File: src/rtl/mac_cluster_cfg_loader_pkg.sv
// Shared types and default geometry for the MAC cluster configuration loader.
// Counter-width helper is used by the serializer to size its bit/word counters.
package mac_cfg_pkg;

  typedef enum logic [2:0] {
    IDLE      = 3'd0,
    WAIT_WORD = 3'd1,
    SHIFT     = 3'd2,
    SET       = 3'd3,
    DONE      = 3'd4
  } state_t;

  localparam int NUM_MACS       = 4;
  localparam int MAC_CONF_WIDTH = 4;
  localparam int WORD_WIDTH     = 8;
  localparam int CHAIN_LEN      = NUM_MACS * MAC_CONF_WIDTH;
  localparam int N_WORDS        = (CHAIN_LEN + WORD_WIDTH - 1) / WORD_WIDTH;

  function automatic int cnt_width(input int n);
    return (n > 1) ? $clog2(n) : 1;
  endfunction

  localparam int BIT_CNT_W  = cnt_width(WORD_WIDTH);
  localparam int WORD_CNT_W = cnt_width(N_WORDS);

endpackage

File: src/rtl/mac_cluster_cfg_loader_if.sv
// Fabric-side configuration stream: start/abort control plus valid/ready word handshake.
interface mac_cluster_cfg_loader_if #(
  parameter int WORD_WIDTH = mac_cfg_pkg::WORD_WIDTH
);
  logic                  cfg_start;
  logic                  cfg_abort;
  logic [WORD_WIDTH-1:0] cfg_word;
  logic                  cfg_word_valid;
  logic                  cfg_word_ready;

  modport master (
    output cfg_start, cfg_abort, cfg_word, cfg_word_valid,
    input  cfg_word_ready
  );

  modport slave (
    input  cfg_start, cfg_abort, cfg_word, cfg_word_valid,
    output cfg_word_ready
  );
endinterface

File: src/rtl/mac_cluster_cfg_loader_serializer.sv
// Word capture and LSB-first serialization; the final word of a load emits only
// the bits that still fit in the scan chain.
module mac_cfg_serializer #(
  parameter int WORD_WIDTH = 8,
  parameter int CHAIN_LEN  = 16
) (
  input  logic                  clk,
  input  logic                  rst,
  input  logic                  clear,
  input  logic                  load,
  input  logic                  shift,
  input  logic [WORD_WIDTH-1:0] word,
  output logic                  shift_bit,
  output logic                  bit_last,
  output logic                  word_last
);
  import mac_cfg_pkg::*;

  localparam int NW        = (CHAIN_LEN + WORD_WIDTH - 1) / WORD_WIDTH;
  localparam int LAST_BITS = CHAIN_LEN - (NW - 1) * WORD_WIDTH;
  localparam int BIT_W     = cnt_width(WORD_WIDTH);
  localparam int WORD_W    = cnt_width(NW);

  localparam logic [BIT_W-1:0]  FULL_LAST = BIT_W'(WORD_WIDTH - 1);
  localparam logic [BIT_W-1:0]  PART_LAST = BIT_W'(LAST_BITS - 1);
  localparam logic [WORD_W-1:0] LAST_WORD = WORD_W'(NW - 1);

  logic [WORD_WIDTH-1:0] shreg_r;
  logic [BIT_W-1:0]      bit_cnt_r;
  logic [WORD_W-1:0]     word_cnt_r;

  assign shift_bit = shreg_r[0];
  assign word_last = (word_cnt_r == LAST_WORD);
  assign bit_last  = shift && (bit_cnt_r == (word_last ? PART_LAST : FULL_LAST));

  // Shift register and bit/word counters
  always_ff @(posedge clk) begin
    if (!rst) begin
      shreg_r    <= {WORD_WIDTH{1'b0}};
      bit_cnt_r  <= {BIT_W{1'b0}};
      word_cnt_r <= {WORD_W{1'b0}};
    end else if (clear) begin
      shreg_r    <= {WORD_WIDTH{1'b0}};
      bit_cnt_r  <= {BIT_W{1'b0}};
      word_cnt_r <= {WORD_W{1'b0}};
    end else if (load) begin
      shreg_r   <= word;
      bit_cnt_r <= {BIT_W{1'b0}};
    end else if (shift) begin
      shreg_r <= {1'b0, shreg_r[WORD_WIDTH-1:1]};
      if (bit_last) begin
        bit_cnt_r  <= {BIT_W{1'b0}};
        word_cnt_r <= word_cnt_r + 1'b1;
      end else begin
        bit_cnt_r <= bit_cnt_r + 1'b1;
      end
    end
  end

endmodule

File: src/rtl/mac_cluster_cfg_loader.sv
// Scan-chain configuration sequencer for one MAC cluster.
// Optional MAC_CFG_READBACK_EN captures the previous chain contents into rb_data.
module mac_cluster_cfg_loader #(
  parameter int NUM_MACS       = mac_cfg_pkg::NUM_MACS,
  parameter int MAC_CONF_WIDTH = mac_cfg_pkg::MAC_CONF_WIDTH,
  parameter int WORD_WIDTH     = mac_cfg_pkg::WORD_WIDTH,
  localparam int CHAIN_LEN     = NUM_MACS * MAC_CONF_WIDTH
) (
  input  logic                     clk,
  input  logic                     rst,
  mac_cluster_cfg_loader_if.slave  cfg,
  input  logic                     run_en,
  output logic                     busy,
  output logic                     done,
  output logic                     configured,
  output logic                     mac_cen,
  output logic                     mac_shift_in,
  output logic                     mac_cset,
  output logic                     mac_en,
  input  logic                     mac_shift_out,
  output logic [CHAIN_LEN-1:0]     rb_data
);
  import mac_cfg_pkg::*;

  state_t state_r;
  logic   configured_r;
  logic   mac_en_r;
  logic   start_s;
  logic   abort_s;
  logic   load_s;
  logic   shift_s;
  logic   shift_bit_s;
  logic   bit_last_s;
  logic   word_last_s;

  assign start_s = (state_r == IDLE) && cfg.cfg_start;
  assign abort_s = (state_r != IDLE) && cfg.cfg_abort;
  assign load_s  = (state_r == WAIT_WORD) && cfg.cfg_word_valid && !abort_s;
  assign shift_s = (state_r == SHIFT) && !abort_s;

  mac_cfg_serializer #(
    .WORD_WIDTH (WORD_WIDTH),
    .CHAIN_LEN  (CHAIN_LEN)
  ) u_ser (
    .clk       (clk),
    .rst       (rst),
    .clear     (start_s),
    .load      (load_s),
    .shift     (shift_s),
    .word      (cfg.cfg_word),
    .shift_bit (shift_bit_s),
    .bit_last  (bit_last_s),
    .word_last (word_last_s)
  );

  // Load sequencing FSM, committed-config flag and MAC enable
  always_ff @(posedge clk) begin
    if (!rst) begin
      state_r      <= IDLE;
      configured_r <= 1'b0;
      mac_en_r     <= 1'b0;
    end else begin
      // A new load drops the enable together with busy rising
      mac_en_r <= start_s ? 1'b0 : (run_en && configured_r && (state_r == IDLE));
      if (abort_s) begin
        state_r <= IDLE;
      end else begin
        case (state_r)
          IDLE: begin
            if (cfg.cfg_start) begin
              state_r      <= WAIT_WORD;
              configured_r <= 1'b0;
            end
          end
          WAIT_WORD: begin
            if (cfg.cfg_word_valid) state_r <= SHIFT;
          end
          SHIFT: begin
            if (bit_last_s) state_r <= word_last_s ? SET : WAIT_WORD;
          end
          SET:     state_r <= DONE;
          DONE: begin
            state_r      <= IDLE;
            configured_r <= 1'b1;
          end
          default: state_r <= IDLE;
        endcase
      end
    end
  end

  assign busy               = (state_r != IDLE);
  assign cfg.cfg_word_ready = (state_r == WAIT_WORD);
  assign mac_cen            = (state_r == SHIFT);
  assign mac_shift_in       = (state_r == SHIFT) && shift_bit_s;
  assign mac_cset           = (state_r == SET);
  assign done               = (state_r == DONE);
  assign configured         = configured_r;
  assign mac_en             = mac_en_r;

`ifdef MAC_CFG_READBACK_EN
  logic [CHAIN_LEN-1:0] cap_r;
  logic [CHAIN_LEN-1:0] rb_r;

  // Capture the old chain as it drains, publish it when the load completes
  always_ff @(posedge clk) begin
    if (!rst) begin
      cap_r <= {CHAIN_LEN{1'b0}};
      rb_r  <= {CHAIN_LEN{1'b0}};
    end else begin
      if (state_r == SHIFT) cap_r <= {mac_shift_out, cap_r[CHAIN_LEN-1:1]};
      if (state_r == DONE)  rb_r  <= cap_r;
    end
  end

  assign rb_data = rb_r;
`else
  logic unused_shift_out_s;
  assign unused_shift_out_s = mac_shift_out;
  assign rb_data = {CHAIN_LEN{1'b0}};
`endif

endmodule

File: src/flat_wrapper.sv
// flat-port wrapper written by rule: the top's interface ports become plain ports
module mac_cluster_cfg_loader_flat import mac_cfg_pkg::*;
#(
  parameter int NUM_MACS       = mac_cfg_pkg::NUM_MACS,
  parameter int MAC_CONF_WIDTH = mac_cfg_pkg::MAC_CONF_WIDTH,
  parameter int WORD_WIDTH     = mac_cfg_pkg::WORD_WIDTH,
  localparam int CHAIN_LEN     = NUM_MACS * MAC_CONF_WIDTH
)
  (clk, rst, run_en, busy, done, configured, mac_cen, mac_shift_in, mac_cset, mac_en, mac_shift_out, rb_data, cfg_cfg_start, cfg_cfg_abort, cfg_cfg_word, cfg_cfg_word_valid, cfg_cfg_word_ready);
  mac_cluster_cfg_loader_if #(.WORD_WIDTH(WORD_WIDTH)) cfg_i ();
  input  logic clk;
  input  logic rst;
  input  logic run_en;
  output logic busy;
  output logic done;
  output logic configured;
  output logic mac_cen;
  output logic mac_shift_in;
  output logic mac_cset;
  output logic mac_en;
  input  logic mac_shift_out;
  output logic [CHAIN_LEN-1:0] rb_data;
  input wire logic [$bits(cfg_i.cfg_start)-1:0] cfg_cfg_start;
  input wire logic [$bits(cfg_i.cfg_abort)-1:0] cfg_cfg_abort;
  input wire logic [$bits(cfg_i.cfg_word)-1:0] cfg_cfg_word;
  input wire logic [$bits(cfg_i.cfg_word_valid)-1:0] cfg_cfg_word_valid;
  output wire logic [$bits(cfg_i.cfg_word_ready)-1:0] cfg_cfg_word_ready;
  assign cfg_i.cfg_start = cfg_cfg_start;
  assign cfg_i.cfg_abort = cfg_cfg_abort;
  assign cfg_i.cfg_word = cfg_cfg_word;
  assign cfg_i.cfg_word_valid = cfg_cfg_word_valid;
  assign cfg_cfg_word_ready = cfg_i.cfg_word_ready;
  mac_cluster_cfg_loader #(.NUM_MACS(NUM_MACS), .MAC_CONF_WIDTH(MAC_CONF_WIDTH), .WORD_WIDTH(WORD_WIDTH)) u_core (.clk(clk), .rst(rst), .cfg(cfg_i), .run_en(run_en), .busy(busy), .done(done), .configured(configured), .mac_cen(mac_cen), .mac_shift_in(mac_shift_in), .mac_cset(mac_cset), .mac_en(mac_en), .mac_shift_out(mac_shift_out), .rb_data(rb_data));
endmodule
File: config.mk
export PLATFORM = sky130hd
export DESIGN_NAME = mac_cluster_cfg_loader_flat
export DESIGN_NICKNAME = d
export VERILOG_FILES = /design/src/rtl/mac_cluster_cfg_loader_pkg.sv /design/src/rtl/mac_cluster_cfg_loader_if.sv /design/src/rtl/mac_cluster_cfg_loader_serializer.sv /design/src/rtl/mac_cluster_cfg_loader.sv /design/src/flat_wrapper.sv
export SDC_FILE = /design/constraint.sdc
export NUM_CORES = 1
export LEC_CHECK = 0
export CAP_MARGIN = 40
export CORE_MARGIN = 4
export CORE_UTILIZATION = 43
export CTS_CLUSTER_DIAMETER = 120
export DETAILED_ROUTE_END_ITERATION = 6
export PLACE_DENSITY = 0.88
export SETUP_SLACK_MARGIN = 0.02
export SYNTH_ARGS = -nofsm -noshare
export SYNTH_HDL_FRONTEND = slang
export SYNTH_SLANG_ARGS = --single-unit
File: constraint.sdc
create_clock -name clk -period 1.8 [get_ports clk]
set_input_delay 0.27 -clock clk [delete_from_list [all_inputs] [get_ports clk]]
set_output_delay 0.27 -clock clk [all_outputs]
set_load 0.02 [all_outputs]
==> key figures, run 1 <==
Status
  – Outcome: complete, no violations

Yosys
  – Post-synth EDFFs: 0
  – Synth warn: 0
  – Synth Flop Type: dfxtp_1
  – Sequential share of the synthesized area: 33.8%
  – Netlist cell types: 34
  – Synth Cell Area: 1010 sq um
  – Synth Register Bits: 17
  – Cells after Synth: 114
  – Synth async-reset ratio: 0%
  – Mean Syn Cell Area: 8.82 sq um

Setup path
  – Critical Path Fanout Max: 5
  – Crit path arrival time: 1.91 ns
  – Worst R2R Setup Slack: 0.11 ns
  – Path depth of the worst reg2reg path: 4
  – Reg-to-reg startpoint: u_core.state_r[0]$_SDFFE_PP0P_
  – Critical Path Sink Type: flip-flop
  – Slowest CP cell: or4b_4
  – Crit start category: flip-flop
  – Worst-path cell chain: buf_4 -> or4b_4 -> or3_1 -> a211oi_1
  – Delay of the slowest critical-path stage: 0.55 ns
  – Worst EP required: 2.02 ns
  – Critical path class: reg2reg
  – Worst R2R End: u_core.u_ser.bit_cnt_r[0]$_SDFFE_PP0P_

Floorplan
  – CORE AREA: 2210 sq um
  – DIE AREA: 3180 sq um
  – Die Height: 56.4 microns
  – Die X: 56.4 microns
  – Rows: 17
  – Initial core utilization: 45.5%
  – I/O pin total: 39

Routing
  – DR vias/cell: 5.33
  – WL final: 2410 microns
  – Remaining antenna violation count: 0
  – Drt wl/cell: 14.0 microns
  – Drt drc: 0
  – DRT Pass-1 Iters: 4
  – Routed vias: 916
  – Initial DRC Count: 17

STA
  – Fmax: 0.592 GHz
  – Final Skew: 0.00414 ns
  – Final slew viol count: 0
  – RSZ-0062 raised after global routing: yes
  – Post-route setup slack: 0.112 ns
  – Part of the cycle the worst path needs: 93.8%
  – Post-layout minimum cycle time: 1.69 ns
  – Setup violators final: 0
  – Final hold vios: 0

Clocking
  – Worst skew pair latency: 0.30 ns
  – Total CTS buffers: 3
  – Clock Root Buffer: clkbuf_4
  – H-tree depth: 1
  – CTS tree: yes
  – Sink Count: 17
  – Clock transition at path regs: 0.10 ns
  – Postcts setup bufs: 0
  – Clk buf depth: 2

Placement
  – Post-placement setup slack: -0.0254 ns
  – Port Buf Inserts: 21
  – Final GP Congestion: 0.856
  – DP HPWL: 1850 microns

GRT
  – Tot GR Track Use: 15.5%
  – First-pass GRT wire length: 3820 microns
  – Total grt overflow: 0
  – Vias in the first global route: 870
  – Initial antenna violation count: 0
  – Largest net degree at the start of global routing: 11

Hold path
  – Worst Hold End: u_core.u_ser.bit_cnt_r[2]$_SDFFE_PP0P_
  – Hold Crit Class: reg2reg
  – Hold Path Origin: u_core.u_ser.bit_cnt_r[2]$_SDFFE_PP0P_
  – Hold depth: 2

Final layout
  – Ant. Diodes: 0
  – Post-layout util: 57.0%
  – Fraction of layout instances using a drive strength above 1: 18.1%
  – Area Overhead vs Synth: 25.4%
  – Most frequent cells in the layout: 16 x conb_1, 16 x dfxtp_1, 15 x clkdlybuf4s50_1, 13 x buf_4, 7 x a21oi_1
  – Nets: 162

Power and ir drop
  – PwrDens: 630 nW/um^2
  – Worst VDD drop: 0.000540 V
  – Leak pwr: 0.500 nW

Run
  – Max Cap Viol: 0
-- worst max-delay path, delay by kind of cell, from the launching register on --
family                 cells  cell delay, ns
AOI/OAI and AO/OA          1            0.22
buffers and inverters      1            0.17
DFF                        1            0.35
and+or+nand+nor            2            0.87
-- cells in the mapped netlist (2+ instances only) --
master	count	area [sq um]
buf_6	2	22.5
nor3b_1	2	15.0
o21ai_1	3	15.0
or3b_1	2	17.5
nand3b_1	2	15.0
ha_1	2	25.0
nor3_1	6	30.0
buf_4	17	128
dfxtp_1	17	340
or3_1	2	12.5
nand3_1	3	15.0
a211oi_1	5	37.5
a32oi_1	5	43.8
nand2b_1	3	18.8
mux2i_1	3	30.0
o211ai_1	6	45.0
inv_1	4	15.0
buf_2	2	10.0
nand2_1	5	18.8
a21oi_1	7	35.0
nor2_1	3	11.3
-- repair_timing --
| item | CTS | global route |
|---|---|---|
| gates resized for setup | 7 | 7 |
| endpoints found under the setup margin | 6 | 5 |
| hold buffers | 0 | 0 |
-- registers in the layout, indices dropped and copies added, names as in the netlist --
register	flops
u_core.u_ser.shreg_r	8
u_core.state_r	3
u_core.u_ser.bit_cnt_r	3
u_core.configured	1
u_core.mac_en	1
u_core.u_ser.word_last	1
-- routing by layer --
layer | vias up | track usage (%) | part of all wire [%]
met1 | 425 | 16.4 | 39
met3 | 5 | 4.60 | 7.7
met4 | 0 | 5.08 | 1.2
met2 | 40 | 28.9 | 52
li1 | 446 | - | -
met5 | - | 0 | 0
-- report_power, final --
part           internal (mW)  switching, mW
Combinational         0.0821          0.113
Sequential             0.383        0.00700
Clock                 0.0829          0.126
Total                  0.548          0.246
-- metrics by stage --
step / std cells / power, mW / hold slack, ns / instance area (sq um) / TNS [ns]
final: 172 / 0.794 / 0.484 / 1260 / 0
after CTS: 172 / 0.792 / 0.481 / 1260 / 0
after detailed placement: 168 / 0.594 / 0.463 / 1240 / -0.0254
after floorplan: 129 / 0.535 / 0.412 / 1060 / 0
after global placement: 168 / 0.588 / 0.453 / 1240 / -0.00453
after global routing: 172 / 0.830 / 0.514 / 1260 / -0.0000167
-- layout make-up --
cell class,instances,area (sq um)
Fill cell,173,951
Multi-Input combinational cell,84,546
Sequential cell,17,342
Timing Repair Buffer,34,293
Tap cell,28,35.0
Clock buffer,3,22.5
Inverter,5,18.8
Clock inverter,1,5.00
-- how the worst max path moves through the flow --
stage / slack (ns) / cells after the start / startpoint / endpoint
global placement: -0.005 / 4 / cfg_cfg_abort / u_core.u_ser.bit_cnt_r[0]$_SDFFE_PP0P_
detailed placement: -0.03 / 4 / cfg_cfg_abort / u_core.u_ser.bit_cnt_r[0]$_SDFFE_PP0P_
finish: 0.11 / 4 / u_core.state_r[0]$_SDFFE_PP0P_ / u_core.u_ser.bit_cnt_r[0]$_SDFFE_PP0P_
CTS: 0.03 / 3 / u_core.state_r[0]$_SDFFE_PP0P_ / cfg_cfg_word_ready
global route: -0.00002 / 4 / u_core.state_r[2]$_SDFFE_PP0P_ / u_core.u_ser.bit_cnt_r[0]$_SDFFE_PP0P_
floorplan: 0.13 / 3 / u_core.state_r[1]$_SDFFE_PP0P_ / mac_shift_in
-- logic make-up after synthesis --
group,after synthesis,share of synthesized area [%]
compound gates,31,21.4
fa+ha+maj,2,2.49
buf+inv,28,18.5
flops,17,33.8
mux,3,2.99
other cells,1,0.373
simple gates,32,20.4
(Power assumes the default switching activity.)
==> run 2, diff against run 1 <==
--- a/config.mk
+++ b/config.mk
@@ -6,4 +6,5 @@
 export NUM_CORES = 1
 export LEC_CHECK = 0
+export ABC_CLOCK_PERIOD_IN_PS = 1800
 export CAP_MARGIN = 40
 export CORE_MARGIN = 4
==> constraint.sdc (replaced) <==
create_clock -name clk -period 1.8 [get_ports clk]
set_input_delay 0.27 -clock clk [delete_from_list [all_inputs] [get_ports clk]]
set_output_delay 0.27 -clock clk [all_outputs]
set_load 0.005 [all_outputs]
==> run 2 against run 1 <==
Net effect: sequential share of layout area decreased by 0.99 points; register-to-register slack improved by 0.02 ns; critical path depth decreased by 1; combinational power decreased by 7%; wire length increased by 6.7%; clock skew increased by 0.0029 ns; total power decreased by 2.7%; utilization increased by 3.9 points; global-route usage decreased by 0.31 points; hold slack got worse by 0.010 ns.
==> key figures, run 2 (synthesized netlist as in run 1, its figures left out) <==
GRT
  – Largest net degree at the start of global routing: 12
  – Initial antenna violation count: 0
  – First-pass GRT wire length: 3820 microns
  – Vias in the first global route: 820
  – Total grt overflow: 0
  – Tot GR Track Use: 15.2%

Power and ir drop
  – Comb pwr share: 23.4%
  – Clk pwr share: 26.0%
  – Post-layout total power: 773 uW
  – Sequential Power Share: 50.6%
  – NetSw: 215 uW
  – Leak pwr: 0.573 nW
  – Switching fraction of total power: 27.8%
  – Worst VDD drop: 0.000391 V
  – Internal power: 559 uW
  – PwrDens: 574 nW/um^2

Setup path
  – Critical Path Sink Type: output pin
  – Crit path arrival time: 1.49 ns
  – Slowest CP cell: clkdlybuf4s50_1
  – Delay of the slowest critical-path stage: 0.48 ns
  – Worst-path cell chain: nor3b_4 -> buf_4 -> clkdlybuf4s50_1
  – Crit start category: flip-flop
  – Critical path class: reg2out
  – Worst EP required: 1.53 ns
  – Worst R2R Setup Slack: 0.13 ns
  – Critical Path Fanout Max: 7
  – Path depth of the worst reg2reg path: 4

Floorplan
  – Initial core utilization: 45.5%
  – I/O pin total: 39
  – CORE AREA: 2210 sq um
  – DIE AREA: 3180 sq um
  – Die Height: 56.4 microns
  – Die X: 56.4 microns
  – Rows: 17

Status
  – Outcome: complete, no violations

STA
  – Post-layout minimum cycle time: 1.76 ns
  – Part of the cycle the worst path needs: 97.7%
  – Final slew viol count: 0
  – Final hold vios: 0
  – Fmax: 0.569 GHz
  – Final Skew: 0.00708 ns
  – Setup violators final: 0
  – Setup TNS: 0 ns
  – Post-route setup slack: 0.0414 ns
  – RSZ-0062 raised after global routing: no

Placement
  – Final GP Congestion: 0.829
  – Post-placement setup slack: -0.00440 ns
  – DP HPWL: 1820 microns
  – Port Buf Inserts: 21

Clocking
  – Clk buf depth: 2
  – Sink Count: 17
  – Worst skew pair latency: 0.29 ns
  – Clock transition at path regs: 0.09 ns
  – Clock Root Buffer: clkbuf_4
  – CTS tree: yes
  – Post-CTS Hold Fix Bufs: 0
  – H-tree depth: 1
  – Total CTS buffers: 3

Routing
  – Drt drc: 0
  – DRT Pass-1 Iters: 4
  – DR vias/cell: 5.37
  – Initial DRC Count: 21
  – WL final: 2570 microns
  – Remaining antenna violation count: 0
  – Routed vias: 950
  – Drt wl/cell: 14.5 microns

Run
  – Max Cap Viol: 0

Final layout
  – Fraction of layout instances using a drive strength above 1: 21.5%
  – Fillers: 180
  – Commonest non-fill, non-tap cell in the layout: buf_4
  – Largest registers: u_core.u_ser.shreg_r (8), u_core.state_r (3), u_core.u_ser.bit_cnt_r (3)
  – Reg with most FFs: u_core.u_ser.shreg_r
  – Most frequent cells in the layout: 17 x buf_4, 16 x conb_1, 16 x clkdlybuf4s50_1, 14 x dfxtp_1, 7 x a21oi_1
  – Area Overhead vs Synth: 34.0%
  – Max FFs per register: 8
  – Ant. Diodes: 0
  – Nets: 167

Hold path
  – Hold Crit Class: reg2reg
  – Hold depth: 2
==> run 2: changes by cell type in the layout (fill, tap and decap cells not counted), sizes merged <==
cell           before  now
buf                13   18
dlymetal6s2s        0    3
clkbuf              5    3
dlygate4sd2         4    2
clkdlybuf4s50      15   16
==> run 2: cell type report <==
cell class	count	area [sq um]	area share (%)
flip-flops and latches	17	352	26.1
clock buffers	3	22.5	1.67
inverters	5	18.8	1.39
multi-input cells	84	561	41.6
repair buffers	39	354	26.3
well taps	28	35.0	2.60
clock inverters	1	5.00	0.371
==> run 2: path summary, 6_finish.rpt <==
path,start,to
min reg2reg,u_core.u_ser.bit_cnt_r[2]$_SDFFE_PP0P_,u_core.u_ser.bit_cnt_r[2]$_SDFFE_PP0P_
max reg2reg,u_core.state_r[2]$_SDFFE_PP0P_,u_core.u_ser.bit_cnt_r[0]$_SDFFE_PP0P_
max,u_core.state_r[1]$_SDFFE_PP0P_,mac_cen
min,u_core.u_ser.bit_cnt_r[2]$_SDFFE_PP0P_,u_core.u_ser.bit_cnt_r[2]$_SDFFE_PP0P_
==> run 2: what timing repair did <==
| action | CTS | global route |
|---|---|---|
| setup buffers | 0 | 5 |
| resized for setup | 11 | 6 |
| pin swaps | 0 | 2 |
| endpoints found under the setup margin | 6 | 3 |
==> run 2: power groups by stage <==
stage / clock (mW) / combinational, mW / sequential [mW]
2_1_floorplan: 0 / 0.108 / 0.395
3_3_place_gp: 0 / 0.157 / 0.400
3_5_place_dp: 0 / 0.163 / 0.401
4_1_cts: 0.209 / 0.168 / 0.391
5_1_grt: 0.221 / 0.194 / 0.392
6_report: 0.201 / 0.181 / 0.391
==> run 2: worst max-delay path, delay by kind of cell (launching register included) <==
kind                   cells  cell delay, ns
AND/OR/NAND/NOR            1            0.20
buffers and inverters      2            0.61
flip-flops                 1            0.39
==> run 2: per-layer routing <==
metal | part of all wire, % | GRT usage, %
met1 | 37 | 18.7
met2 | 53 | 26.7
met3 | 7.8 | 2.30
met4 | 1.6 | 5.08
met5 | 0 | 0
==> run 2: metrics by stage <==
step	cell area (sq um)	utilization [%]	hold slack [ns]	instances
3_5_place_dp	1240	55.9	0.461	168
6_report	1350	60.9	0.473	177
4_1_cts	1290	58.1	0.479	172
3_3_place_gp	1240	55.9	0.449	168
2_1_floorplan	1060	-	0.409	129
5_1_grt	1350	60.9	0.504	177
